File: src/rtl/duplex_mem_err_gen.sv
// ---------------------------------------------------------------------------
// duplex_mem_err_gen
//
// Memory-side error generator for a duplex memory pair. The serial read
// streams from memory A and memory B are checked one syllable at a time:
// running parity is accumulated per stream and evaluated at the parity bit
// (the last bit of the syllable). Drive-sense faults from the selected memory
// module are latched into per-module error lines, A/B data disagreement is
// flagged, and saturating parity-error counts are kept for telemetry.
//
// Parameters
//   SYLL_BITS  : bit-times per syllable (data bits + trailing parity bit)
//   PARITY_ODD : 1 = odd parity expected over the whole syllable, 0 = even
//   CNT_WIDTH  : width of each saturating error counter
//
// Ports
//   CLK, RESETN          : clock, asynchronous active-low reset
//   BIT_EN               : bit-time strobe; all state advances only when high
//   SYLL_START           : with BIT_EN, current bit is bit 0 of a new syllable
//   TIME                 : read-check window
//   SRA, SRB             : serial read data from memory A / memory B
//   MOD_SEL              : active memory module 0..7
//   DRV_ERR_X, DRV_ERR_Y : drive current sense faults of the selected module
//   SYNC                 : clears EDX, EDY and MISCMP
//   CLRCNT               : clears both error counters
//   EAP, EBP             : parity error levels for memory A / memory B
//   EDX, EDY             : per-module X / Y drive-sense error latches
//   MISCMP               : A/B miscompare latch
//   ERRCNT_A, ERRCNT_B   : saturating parity-error counts
// All outputs are registered; there are no combinational input-to-output paths.
// ---------------------------------------------------------------------------
module duplex_mem_err_gen #(
  parameter int SYLL_BITS  = 14,
  parameter int PARITY_ODD = 1,
  parameter int CNT_WIDTH  = 4
) (
  input  logic                 CLK,
  input  logic                 RESETN,
  input  logic                 BIT_EN,
  input  logic                 SYLL_START,
  input  logic                 TIME,
  input  logic                 SRA,
  input  logic                 SRB,
  input  logic [2:0]           MOD_SEL,
  input  logic                 DRV_ERR_X,
  input  logic                 DRV_ERR_Y,
  input  logic                 SYNC,
  input  logic                 CLRCNT,
  output logic                 EAP,
  output logic                 EBP,
  output logic [7:0]           EDX,
  output logic [7:0]           EDY,
  output logic                 MISCMP,
  output logic [CNT_WIDTH-1:0] ERRCNT_A,
  output logic [CNT_WIDTH-1:0] ERRCNT_B
);

  localparam int            BC_W     = $clog2(SYLL_BITS);
  localparam logic [BC_W-1:0] LAST_BIT = BC_W'(SYLL_BITS - 1);
  localparam logic          ODD      = (PARITY_ODD != 0);

  logic [BC_W-1:0] bc;      // index of the bit expected on the next strobe
  logic            pa;      // running parity of stream A
  logic            pb;      // running parity of stream B
  logic            active;  // a syllable is in progress

  // Decoded events for the current cycle.
  logic            start_evt;
  logic            bit_evt;
  logic            eval_evt;
  logic            err_a;
  logic            err_b;
  logic            mis_evt;
  logic            ed_evt;
  logic [7:0]      mod_dec;
  logic [7:0]      set_x;
  logic [7:0]      set_y;

  assign start_evt = BIT_EN & SYLL_START;
  // A mid-syllable SYLL_START takes priority, so the parity bit is only
  // evaluated on an ordinary strobe of an active syllable.
  assign bit_evt   = BIT_EN & ~SYLL_START & active;
  assign eval_evt  = bit_evt & (bc == LAST_BIT);

  assign err_a     = eval_evt & TIME & ((pa ^ SRA) != ODD);
  assign err_b     = eval_evt & TIME & ((pb ^ SRB) != ODD);

  assign mis_evt   = BIT_EN & TIME & (active | SYLL_START) & (SRA != SRB);

  assign ed_evt    = start_evt & TIME;
  assign mod_dec   = 8'(1) << MOD_SEL;
  assign set_x     = (ed_evt & DRV_ERR_X) ? mod_dec : 8'h00;
  assign set_y     = (ed_evt & DRV_ERR_Y) ? mod_dec : 8'h00;

  // Syllable sequencing, parity accumulation and parity error levels.
  // NOTE: sequential state uses non-blocking assignments so every register
  // samples the pre-edge values, independent of statement order.
  always_ff @(posedge CLK or negedge RESETN) begin
    if (!RESETN) begin
      bc     <= '0;
      pa     <= 1'b0;
      pb     <= 1'b0;
      active <= 1'b0;
      EAP    <= 1'b0;
      EBP    <= 1'b0;
    end else if (start_evt) begin
      // Bit 0 of a new syllable; any partial syllable is discarded.
      bc     <= BC_W'(1);
      pa     <= SRA;
      pb     <= SRB;
      active <= 1'b1;
      EAP    <= 1'b0;
      EBP    <= 1'b0;
    end else if (eval_evt) begin
      bc     <= '0;
      active <= 1'b0;
      EAP    <= err_a;
      EBP    <= err_b;
    end else if (bit_evt) begin
      bc     <= bc + BC_W'(1);
      pa     <= pa ^ SRA;
      pb     <= pb ^ SRB;
    end
  end

  // Saturating error counters; a clear beats a same-cycle increment.
  always_ff @(posedge CLK or negedge RESETN) begin
    if (!RESETN) begin
      ERRCNT_A <= '0;
      ERRCNT_B <= '0;
    end else if (CLRCNT) begin
      ERRCNT_A <= '0;
      ERRCNT_B <= '0;
    end else begin
      if (err_a && (ERRCNT_A != '1)) ERRCNT_A <= ERRCNT_A + CNT_WIDTH'(1);
      if (err_b && (ERRCNT_B != '1)) ERRCNT_B <= ERRCNT_B + CNT_WIDTH'(1);
    end
  end

  // Drive-sense and miscompare latches. SYNC clears them, but an error set in
  // the same cycle still lands so no fault is lost across a resync.
  always_ff @(posedge CLK or negedge RESETN) begin
    if (!RESETN) begin
      EDX    <= 8'h00;
      EDY    <= 8'h00;
      MISCMP <= 1'b0;
    end else if (SYNC) begin
      EDX    <= set_x;
      EDY    <= set_y;
      MISCMP <= mis_evt;
    end else begin
      EDX    <= EDX | set_x;
      EDY    <= EDY | set_y;
      MISCMP <= MISCMP | mis_evt;
    end
  end

endmodule

File: config.mk
export PLATFORM = sky130hd
export DESIGN_NAME = duplex_mem_err_gen
export DESIGN_NICKNAME = d
export VERILOG_FILES = /design/src/rtl/duplex_mem_err_gen.sv
export SDC_FILE = /design/constraint.sdc
export NUM_CORES = 1
export LEC_CHECK = 0
export BUFFER_PORTS_ARGS = -buffer_cell sky130_fd_sc_hd__buf_2
export CAP_MARGIN = 20
export CORE_ASPECT_RATIO = 1.5
export CORE_MARGIN = 4
export CORE_UTILIZATION = 35
export DETAILED_ROUTE_END_ITERATION = 6
export PLACE_DENSITY = 0.57
export SLEW_MARGIN = 10
export SYNTH_ARGS = -nofsm -noshare
export SYNTH_HDL_FRONTEND = slang
export SYNTH_SLANG_ARGS = --single-unit
File: constraint.sdc
create_clock -name CLK -period 1.5 [get_ports CLK]
set_input_delay 0.225 -clock CLK [delete_from_list [all_inputs] [get_ports CLK]]
set_output_delay 0.225 -clock CLK [all_outputs]
set_load 0.01 [all_outputs]
==> flow_metrics.tcl <==
set metrics [dict create \
    cap_viol_max_count 0 \
    die_h_um 92.8 \
    ys_seq_area_share_pct 50.7 \
    dp.cells 284 \
    cts_inserted_buffers 5 \
    async_flop_share_pct 100 \
    slew-limit-headroom_pct 70.5 \
    wl_per_cell_um 13.4 \
    gp_congestion 0.813 \
    dp_hpwl_um 2910 \
    grt_usage_pct 14.2 \
    vias 1436 \
    period_share_pct 99.8 \
    avgSynthCellArea_sq_um 9.75 \
    rsz0062_at_grt "yes" \
    crit_path_end_kind "flop" \
    max_freq_ghz 0.668 \
    synth_cell_types 35 \
    routed_via_density 4.88 \
    cts_num_sinks 34 \
    tightest_slew_ps 443 \
    worstPathCellList "inv_2, ha_4, and3b_2, nand3_4, a31oi_4, mux2_4" \
    comb_power_share_pct 15.8 \
    synthTopCellsByArea "dfrtp_1 (51%), o22ai_1 (6.7%), inv_1 (5.4%), nand2_1 (3.6%), ha_1 (3.0%)" \
    skew_ps 2.90 \
    io_buffers 40 \
    ant_nets 0 \
    setup_viol 0 \
    synthToLayoutAreaGrowth_pct 33.3 \
    die_area_sq_um 5990 \
    cpPeakStageDelay_ps 390 \
    switchingPower_w 0.000598 \
    antenna_cells 0 \
    hold_class "in2reg" \
    ys_ff_latch 34 \
    fin_tns_setup_ps 0 \
    crit_family "flip-flops" \
    startpoint_type "flop" \
    min_period_ps 1500 \
    grt_antenna_before_repair 0 \
    syn_inst 172 \
    syn-num-nets 190 \
    clk_pin_slew_worst_paths_ps 70 \
    grt_start_max_net_pins 35 \
    synth-edff-count 0 \
    vdd_drop_max_mv 0.529 \
    p_int_w 0.00180 \
    initial_core_util_pct 36.6 \
    cp.arrival_ps 1670 \
    drc_errors 0 \
    synth_top_area_share_pct 50.7 \
    status "finished clean" \
    hold_violations 0 \
    drt-total-wl_um 3940 \
    path_buf_inv 1 \
    mappedNetlistArea_sq_um 1680 \
    slowest_stage "dfrtp_1" \
    cts_max_level 2 \
    core-area_sq_um 4580 \
    leakage_nw 1.06 \
    worstPathMaxFanout 3 \
    grt_pass1_wl_um 6700 \
    synth_largest_area_cell "dfrtp_1" \
    pin_count 41 \
    p_per_area_nw_per_um2 1070 \
    utilization_pct 48.8 \
    cts_buffer_depth 2 \
    total_power_w 0.00240 \
    worst_skew_pair.late_latency_ps 290 \
    slew_violations 0 \
    overflow 0 \
    ys.warnings.count 0 \
    swShare_pct 24.9 \
    dieWidth_um 64.5 \
    path_class "reg2reg" \
    p_seq_share_pct 41.5 \
    fin_nets 247 \
    stdcell_count 294 \
    n_fill_cell 453 \
    synth_ff_type "dfrtp_1" \
    cts_tree "built" \
    drive_gt1_share_pct 33.9 \
    drt-initial-drc-count 26 \
    cts_root_buf "clkbuf_8" \
    dr.pass1.iters 4 \
    critical_path_required_ps 1680 \
    grt_pass1_vias 1406 \
    num_rows 30 \
    pwr-share-clk_pct 42.8 \
]
## state kept, by name, indices dropped and copies added (netlist names)
signal	flops
MISCMP	1
ERRCNT_B	4
EAP	1
active	1
EBP	1
EDY	8
bc	4
EDX	8
ERRCNT_A	4
pa	1
pb	1
## timing repair
action                     4_1_cts  5_1_grt
hold endpoints to repair        34        0
setup endpoints to repair        3        9
cloned                           0        0
hold buffers                     1        0
pin swaps                        2        4
resized for setup                4        6
buffers inserted                 0        1
## per-layer routing
metal	global-route usage, %	part of all wire [%]	vias to the layer above
met5	0	0	-
met4	6.35	2.4	0
met3	3.88	4.6	8
met2	21.9	47	30
met1	18.3	46	675
li1	-	-	723
## power by group through the flow
| stage | combinational (W) | sequential [W] | clock [W] |
|---|---|---|---|
| CTS | 0.000373 | 0.000996 | 0.00105 |
| global placement | 0.000356 | 0.00101 | 0 |
| finish | 0.000378 | 0.000996 | 0.00103 |
| global route | 0.000426 | 0.00100 | 0.00109 |
| detailed placement | 0.000361 | 0.00101 | 0 |
| floorplan | 0.000165 | 0.00103 | 0 |
## path summary, 6_finish.rpt
kind | start | end | slack [ps] | cells past startpoint
worst min-delay path | TIME | MISCMP$_DFF_PN0_ | 220 | 3
max in group asynchronous | RESETN | EDY[7]$_DFF_PN0_ | 690 | 3
worst max register to register | bc[1]$_DFFE_PN0P_ | ERRCNT_A[0]$_DFFE_PN0P_ | 4 | 6
min in group asynchronous | RESETN | ERRCNT_B[3]$_DFFE_PN0P_ | 500 | 3
worst min register to register | EAP$_DFFE_PN0P_ | EAP$_DFFE_PN0P_ | 480 | 2
worst max-delay path | bc[1]$_DFFE_PN0P_ | ERRCNT_A[0]$_DFFE_PN0P_ | 4 | 6
## area by class of cell
cell class                      count  area, sq um  share of cell area, %
Timing Repair Buffer               57          338                   15.1
Tap cell                           64         80.1                   3.58
Clock buffer                        5         68.8                   3.08
Sequential cell                    34          851                   38.1
Clock inverter                      3         68.8                   3.08
Inverter                           24         90.1                   4.03
Multi-Input combinational cell    107          739                   33.1
## logic make-up (layout without fill, tap and decap cells)
logic type	after synthesis	count (layout)	synth area share, %
muxes	2	2	1.49
and+or+nand+nor	53	53	17.3
xor gates and xnor gates	4	4	2.09
adders and majority gates	4	4	2.98
DFF	34	34	50.7
buffers and inverters	31	89	7.31
AOI/OAI and AO/OA	44	44	18.1
## synth_stat cells, types with 2 or more instances
cell / number
a31oi_1: 2
nand3_1: 7
o22ai_1: 18
nor3_1: 5
xor2_1: 2
a311oi_1: 2
nor2b_1: 4
nand2_1: 16
a2111o_1: 2
nand2b_1: 5
clkbuf_1: 4
o21ai_0: 8
nor2_1: 3
dfrtp_1: 34
a211oi_1: 2
a21oi_1: 5
buf_2: 2
inv_1: 24
o2bb2ai_1: 2
xnor2_1: 2
nand4_1: 6
ha_1: 4
## stage by stage
stage | worst slack [ps] | area (sq um) | hold slack [ps]
final | 3.69 | 2240 | 222
after global routing | -55.0 | 2240 | 244
after CTS | 16.9 | 2200 | 215
after detailed placement | -32.7 | 2040 | 285
after global placement | 9.08 | 2040 | 292
after floorplan | -90.9 | 1680 | -70.6
## placed cells by master (no fill, tap or decap), types with 5 or more instances in the layout
master	count
nand2b_1	5
nand3_1	6
o22ai_1	18
nand4_1	6
clkbuf_8	5
o21ai_0	8
inv_1	23
a21oi_1	5
buf_2	40
dfrtp_1	34
buf_4	14
nand2_1	16
## worst reg2reg max path: cells and delay by family (launching register included)
family                   cells  cell delay, ps
AO/OA/AOI/OAI                1             160
multiplexers                 1             310
adder cells (fa/ha/maj)      1             120
buffers and inverters        1              80
AND/OR/NAND/NOR              2             330
flip-flops                   1             390
Note: power is estimated with default switching activity, not from simulation.
